==> src/rtl/jt51_pg_acc.sv <==
// Time-multiplexed phase accumulator bank: one PW-bit phase per slot, stepped
// each time the slot comes round, with preset/hold and an output-only offset.
module jt51_pg_acc #(
  parameter int SLOTS = 32,
  parameter int PW    = 20,
  parameter int STEPW = 20,
  parameter int OW    = 10,
  parameter int CW    = $clog2(SLOTS)
) (
  input  logic             clk,
  input  logic             rst_n,
  input  logic             cen_i,
  input  logic             zero_i,
  input  logic [STEPW-1:0] step_i,
  input  logic             pg_rst_i,
  input  logic             hold_i,
  input  logic [PW-1:0]    preset_i,
  input  logic [OW-1:0]    ofs_i,
  input  logic             err_clr_i,
  output logic [OW-1:0]    phase_out_o,
  output logic             wrap_o,
  output logic [CW-1:0]    slot_out_o,
  output logic             slot_err_o
);

  logic [SLOTS-1:0][PW-1:0] mem_q;
  logic [CW-1:0]            cnt_q, cnt_d, cur;
  logic [PW-1:0]            old_v, new_d;
  logic [PW:0]              sum;
  logic                     wrap_d;
  logic                     err_q, err_d;

  logic [OW-1:0]            topA_q, ofsA_q;
  logic                     wrapA_q;
  logic [CW-1:0]            slotA_q;

  logic [OW-1:0]            phase_q;
  logic                     wrap_q;
  logic [CW-1:0]            slot_q;

  // zero realigns the frame: the flagged input is always treated as slot 0
  always_comb begin
    cur    = zero_i ? '0 : cnt_q;
    cnt_d  = (cur == CW'(SLOTS-1)) ? '0 : cur + 1'b1;
    old_v  = mem_q[cur];
    sum    = {1'b0, old_v} + (PW+1)'(step_i);
    new_d  = sum[PW-1:0];
    wrap_d = sum[PW];
    if (pg_rst_i) begin
      new_d  = preset_i;
      wrap_d = 1'b0;
    end else if (hold_i) begin
      new_d  = old_v;
      wrap_d = 1'b0;
    end
    err_d = err_q;
    if (zero_i && cnt_q != '0) err_d = 1'b1;
    else if (err_clr_i)        err_d = 1'b0;
  end

  // A slot recurs only after SLOTS >= 2 cycles, so read and write never collide
  always_ff @(posedge clk or negedge rst_n) begin
    if (!rst_n) begin
      mem_q   <= '0;
      cnt_q   <= '0;
      err_q   <= 1'b0;
      topA_q  <= '0;
      ofsA_q  <= '0;
      wrapA_q <= 1'b0;
      slotA_q <= '0;
      phase_q <= '0;
      wrap_q  <= 1'b0;
      slot_q  <= '0;
    end else if (cen_i) begin
      mem_q[cur] <= new_d;
      cnt_q      <= cnt_d;
      err_q      <= err_d;
      topA_q     <= new_d[PW-1 -: OW];
      ofsA_q     <= ofs_i;
      wrapA_q    <= wrap_d;
      slotA_q    <= cur;
      phase_q    <= topA_q + ofsA_q;
      wrap_q     <= wrapA_q;
      slot_q     <= slotA_q;
    end
  end

  assign phase_out_o = phase_q;
  assign wrap_o      = wrap_q;
  assign slot_out_o  = slot_q;
  assign slot_err_o  = err_q;

endmodule

==> config.mk <==
export PLATFORM = sky130hd
export DESIGN_NAME = jt51_pg_acc
export DESIGN_NICKNAME = d
export VERILOG_FILES = /design/src/rtl/jt51_pg_acc.sv
export SDC_FILE = /design/constraint.sdc
export NUM_CORES = 1
export LEC_CHECK = 0
export CORE_MARGIN = 2
export CORE_UTILIZATION = 49
export DETAILED_ROUTE_END_ITERATION = 16
export PLACE_DENSITY = 0.72
export RECOVER_POWER = 25
export SLEW_MARGIN = 20
export SYNTH_ARGS = -nofsm -noshare
export SYNTH_HDL_FRONTEND = slang
export SYNTH_SLANG_ARGS = --single-unit
==> constraint.sdc <==
create_clock -name clk -period 4.6 [get_ports clk]
set_input_delay 0.92 -clock clk [delete_from_list [all_inputs] [get_ports clk]]
set_output_delay 0.92 -clock clk [all_outputs]
set_load 0.02 [all_outputs]
==> summary.txt <==
Global routing
  • Largest net degree at the start of global routing: 101
  • Gr ovfl total: 0
  • First-pass GRT wire length: 160700 µm
  • Vias in the first global route: 26830
  • Initial antenna violation count: 0
  • Gr usage total: 31.19%

Outcome
  • Failing checks: capacitance limit, slew limit, setup timing
  • Status: finished with violations

Power
  • Pwr/cell area: 577.2 nW/µm²
  • Int Pwr: 14730 µW
  • Peak supply drop: 0.0003333 V
  • Combinational power share: 38.5%
  • Clk pwr share: 26.5%
  • Flop pwr share: 34.9%
  • Total chip power: 23010 µW
  • NetSw: 8285 µW
  • Sw Share: 36.00%
  • P_leak: 0.01761 µW

Floorplan
  • Core area: 64700 µm²
  • Initial Utilization: 49.70%
  • Chip Width: 260.2 µm
  • Die outline height: 260.2 µm
  • FP Rows: 93
  • Number of I/O pins: 74
  • Die area: 67690 µm²

Clock network
  • Clock Latency Late Sink: 0.64 ns
  • CTS Hold Bufs: 0
  • CTS root buf: clkbuf_16
  • Clock buffer depth: 3
  • Clock sink count: 688
  • Inserted Clock Buffers: 75
  • Htree depth: 3
  • CTS tree: yes
  • Clock slew at reported path FFs: 0.07 ns

Final layout
  • Post-route cell area: 39870 µm²
  • Nets: 3749
  • Antenna diode count: 0
  • Most common library cell in the layout ignoring fill and taps: nand2_1
  • Layout cells sized above 1: 19.61%
  • Commonest non-fill, non-tap cells in the layout: nand2_1, dfrtp_1, o21ai_0, buf_4, clkbuf_16
  • Non-Filler Instances: 4567
  • Layout Utilization: 61.63%
  • Layout area overhead: 24.00%

Timing
  • Setup violations, final: 12
  • Clock skew: 0.02267 ns
  • Max Fclk: 216.0 MHz
  • Final Hold Fails: 0
  • Slew Viols, Final: 247
  • Crit share post-route: 100.6%
  • Final Critical Period: 4.630 ns
  • Rel. slew slack: -50.23%
  • Final WS setup: -0.02983 ns
  • Slew @ Worst Pin: 2.253 ns
  • Setup TNS: -0.1225 ns
  • RSZ-0062 raised after global routing: true

Setup path
  • CP Launch Type: register
  • Critical path peak fanout: 8
  • Worst Path Required: 5.10 ns
  • FF-to-FF Start: cnt_q[0]
  • Worst R2R Path Depth: 21
  • Worst reg2reg endpoint: mem_q[635]
  • Crit path from: cnt_q[0]
  • Worst Setup Path Type: register to register
  • Setup slack, reg-to-reg: -0.03 ns
  • Critical path endpoint: mem_q[635]
  • Worst Path Arrival: 5.13 ns
  • CP Capture Type: register

Routing
  • DRT Wirelength: 106100 µm
  • Drt wl/cell: 23.24 µm
  • TritonRoute pass-1 iters: 8
  • Via Count: 27630
  • Drt initial violations: 2774
  • Routed Antenna Nets: 0
  • Vias per inst: 6.050
  • Drt drc: 0

Place
  • Placed cell areas: 35740 µm²
  • GP Congestion: 0.9628
  • IO buf count: 73
  • Placed cell count: 4374
  • Post-DP HPWL: 68250 µm

Synth
  • Syn Std Cell Area: 32160 µm²
  • Synthesized area per cell: 9.313 µm²
  • Syn Inst Count: 3453
  • Synth warnings: 0
  • Post-synth EDFFs: 0
  • Post-synth cell types: 72
  • FFs w/ async S/R, synth: 100.0%
  • Seq/Total Area, Yosys: 53.54%
  • Synth Register Bits: 688
  • Top_reg_cell synth: dfrtp_1
  • Syn nets: 3547

Hold path
  • Worst hold path type: register to register

Flow run
  • MaxCap Viol Count: 3
cell type report:
class / count / area [µm²]
clock inverters: 34 / 346.6
flip-flops and latches: 688 / 17230
clock buffers: 100 / 2125
well taps: 855 / 1070
repair buffers: 444 / 4473
fillers: 5152 / 24820
inverters: 21 / 96.34
multi-input cells: 2425 / 14540
kinds of logic (layout without fill, tap and decap cells):
group / after synthesis / after routing / synth area share (%)
AO/OA/AOI/OAI: 1042 / 1042 / 19.06
flip-flops: 688 / 688 / 53.54
multiplexers: 117 / 117 / 5.257
adder cells (fa/ha/maj): 37 / 37 / 1.486
buffers and inverters: 341 / 599 / 4.401
XOR/XNOR: 17 / 17 / 0.4630
AND/OR/NAND/NOR: 1211 / 1212 / 15.80
through the flow:
| stage | setup WS, ns | hold WS, ns |
|---|---|---|
| global placement | -1.357 | 0.4529 |
| detailed placement | -1.439 | 0.4623 |
| finish | -0.02983 | 0.4716 |
| floorplan | -0.1029 | 0.4409 |
| global route | -0.1418 | 0.4884 |
| CTS | -0.3308 | 0.3101 |
registers in the layout (all words and copies together) (netlist names):
name	flops
mem_q	640
wrapA_q	1
wrap_o	1
ofsA_q	10
topA_q	10
slot_out_o	5
slot_err_o	1
phase_out_o	10
cnt_q	5
slotA_q	5
metal layers:
layer  vias to the layer above  part of all wire [%]  wire length (µm)  track usage, %
li1                      12470                     -                 -               -
met1                     13520                    39             41520           41.10
met2                      1330                    46             48370           48.55
met3                       312                   9.1              9659           6.043
met4                         0                   6.2              6593           17.56
met5                         -                     0                 0               0
cells in the mapped netlist, drive strengths merged, types with 5 or more instances:
| cell | count | share of area, % |
|---|---|---|
| ha | 35 | 1.4 |
| a211oi | 72 | 1.7 |
| a21o | 12 | 0.28 |
| inv | 20 | 0.23 |
| nor3b | 6 | 0.14 |
| nor3 | 37 | 0.59 |
| o21a | 5 | 0.12 |
| a2111oi | 12 | 0.39 |
| a21oi | 59 | 0.92 |
| and2 | 9 | 0.18 |
| nand3 | 59 | 0.92 |
| xnor2 | 10 | 0.27 |
| nor2b | 72 | 1.4 |
| mux4 | 38 | 2.7 |
| a32oi | 5 | 0.14 |
| mux2i | 44 | 1.4 |
| o221ai | 13 | 0.35 |
| nand2 | 915 | 11 |
| nand4 | 13 | 0.25 |
| mux2 | 35 | 1.2 |
| dfrtp | 688 | 54 |
| nor2 | 54 | 0.63 |
| nor4 | 12 | 0.23 |
| a211o | 18 | 0.49 |
| and3 | 11 | 0.21 |
| o22ai | 30 | 0.58 |
| o211ai | 7 | 0.18 |
| nand2b | 8 | 0.16 |
| clkbuf | 249 | 2.9 |
| a31oi | 78 | 1.5 |
| a221oi | 37 | 1.0 |
| o21ai | 661 | 11 |
| buf | 71 | 1.2 |
| xor2 | 7 | 0.19 |
power groups by stage:
stage	Clock, µW	Combinational (µW)	Sequential [µW]
2_1_floorplan	0	4050	7910
3_3_place_gp	0	7340	8030
3_5_place_dp	0	7450	8070
4_1_cts	6160	8200	8000
5_1_grt	6410	9490	8160
6_report	6110	8870	8030
worst min-delay path by stage:
stage / startpoint / endpoint / slack (ns) / depth (start not counted)
2_1_floorplan: wrapA_q / wrapA_q / 0.44 / 2
3_3_place_gp: mem_q[200] / mem_q[200] / 0.45 / 2
3_5_place_dp: mem_q[58] / mem_q[58] / 0.46 / 2
4_1_cts: rst_n / mem_q[456] / 0.31 / 1
5_1_grt: mem_q[294] / mem_q[294] / 0.49 / 2
6_report: mem_q[43] / mem_q[43] / 0.47 / 2
critical path, stage by stage (launching register included):
cell       delay, ns
dfrtp_4         0.51
nor2b_4         0.15
buf_4           0.14
buf_8           0.13
buf_12          0.14
mux4_2          0.32
mux2i_1         0.06
buf_4           0.17
a2111oi_4       0.38
clkbuf_16       0.22
ha_1            0.25
a211oi_2        0.25
o21ai_2         0.10
o211ai_1        0.25
nand3_2         0.17
buf_6           0.15
xor2_1          0.13
mux2_2          0.28
mux2i_4         0.21
buf_6           0.17
buf_12          0.14
o21ai_0         0.11
what timing repair did:
item	CTS	global route
endpoints found under the hold margin	0	0
resized for setup	128	128
pin swaps	26	24
gates cloned	7	5
setup endpoints to repair	526	523
setup buffers	29	30
No activity file was read; power rests on OpenSTA's default activity.
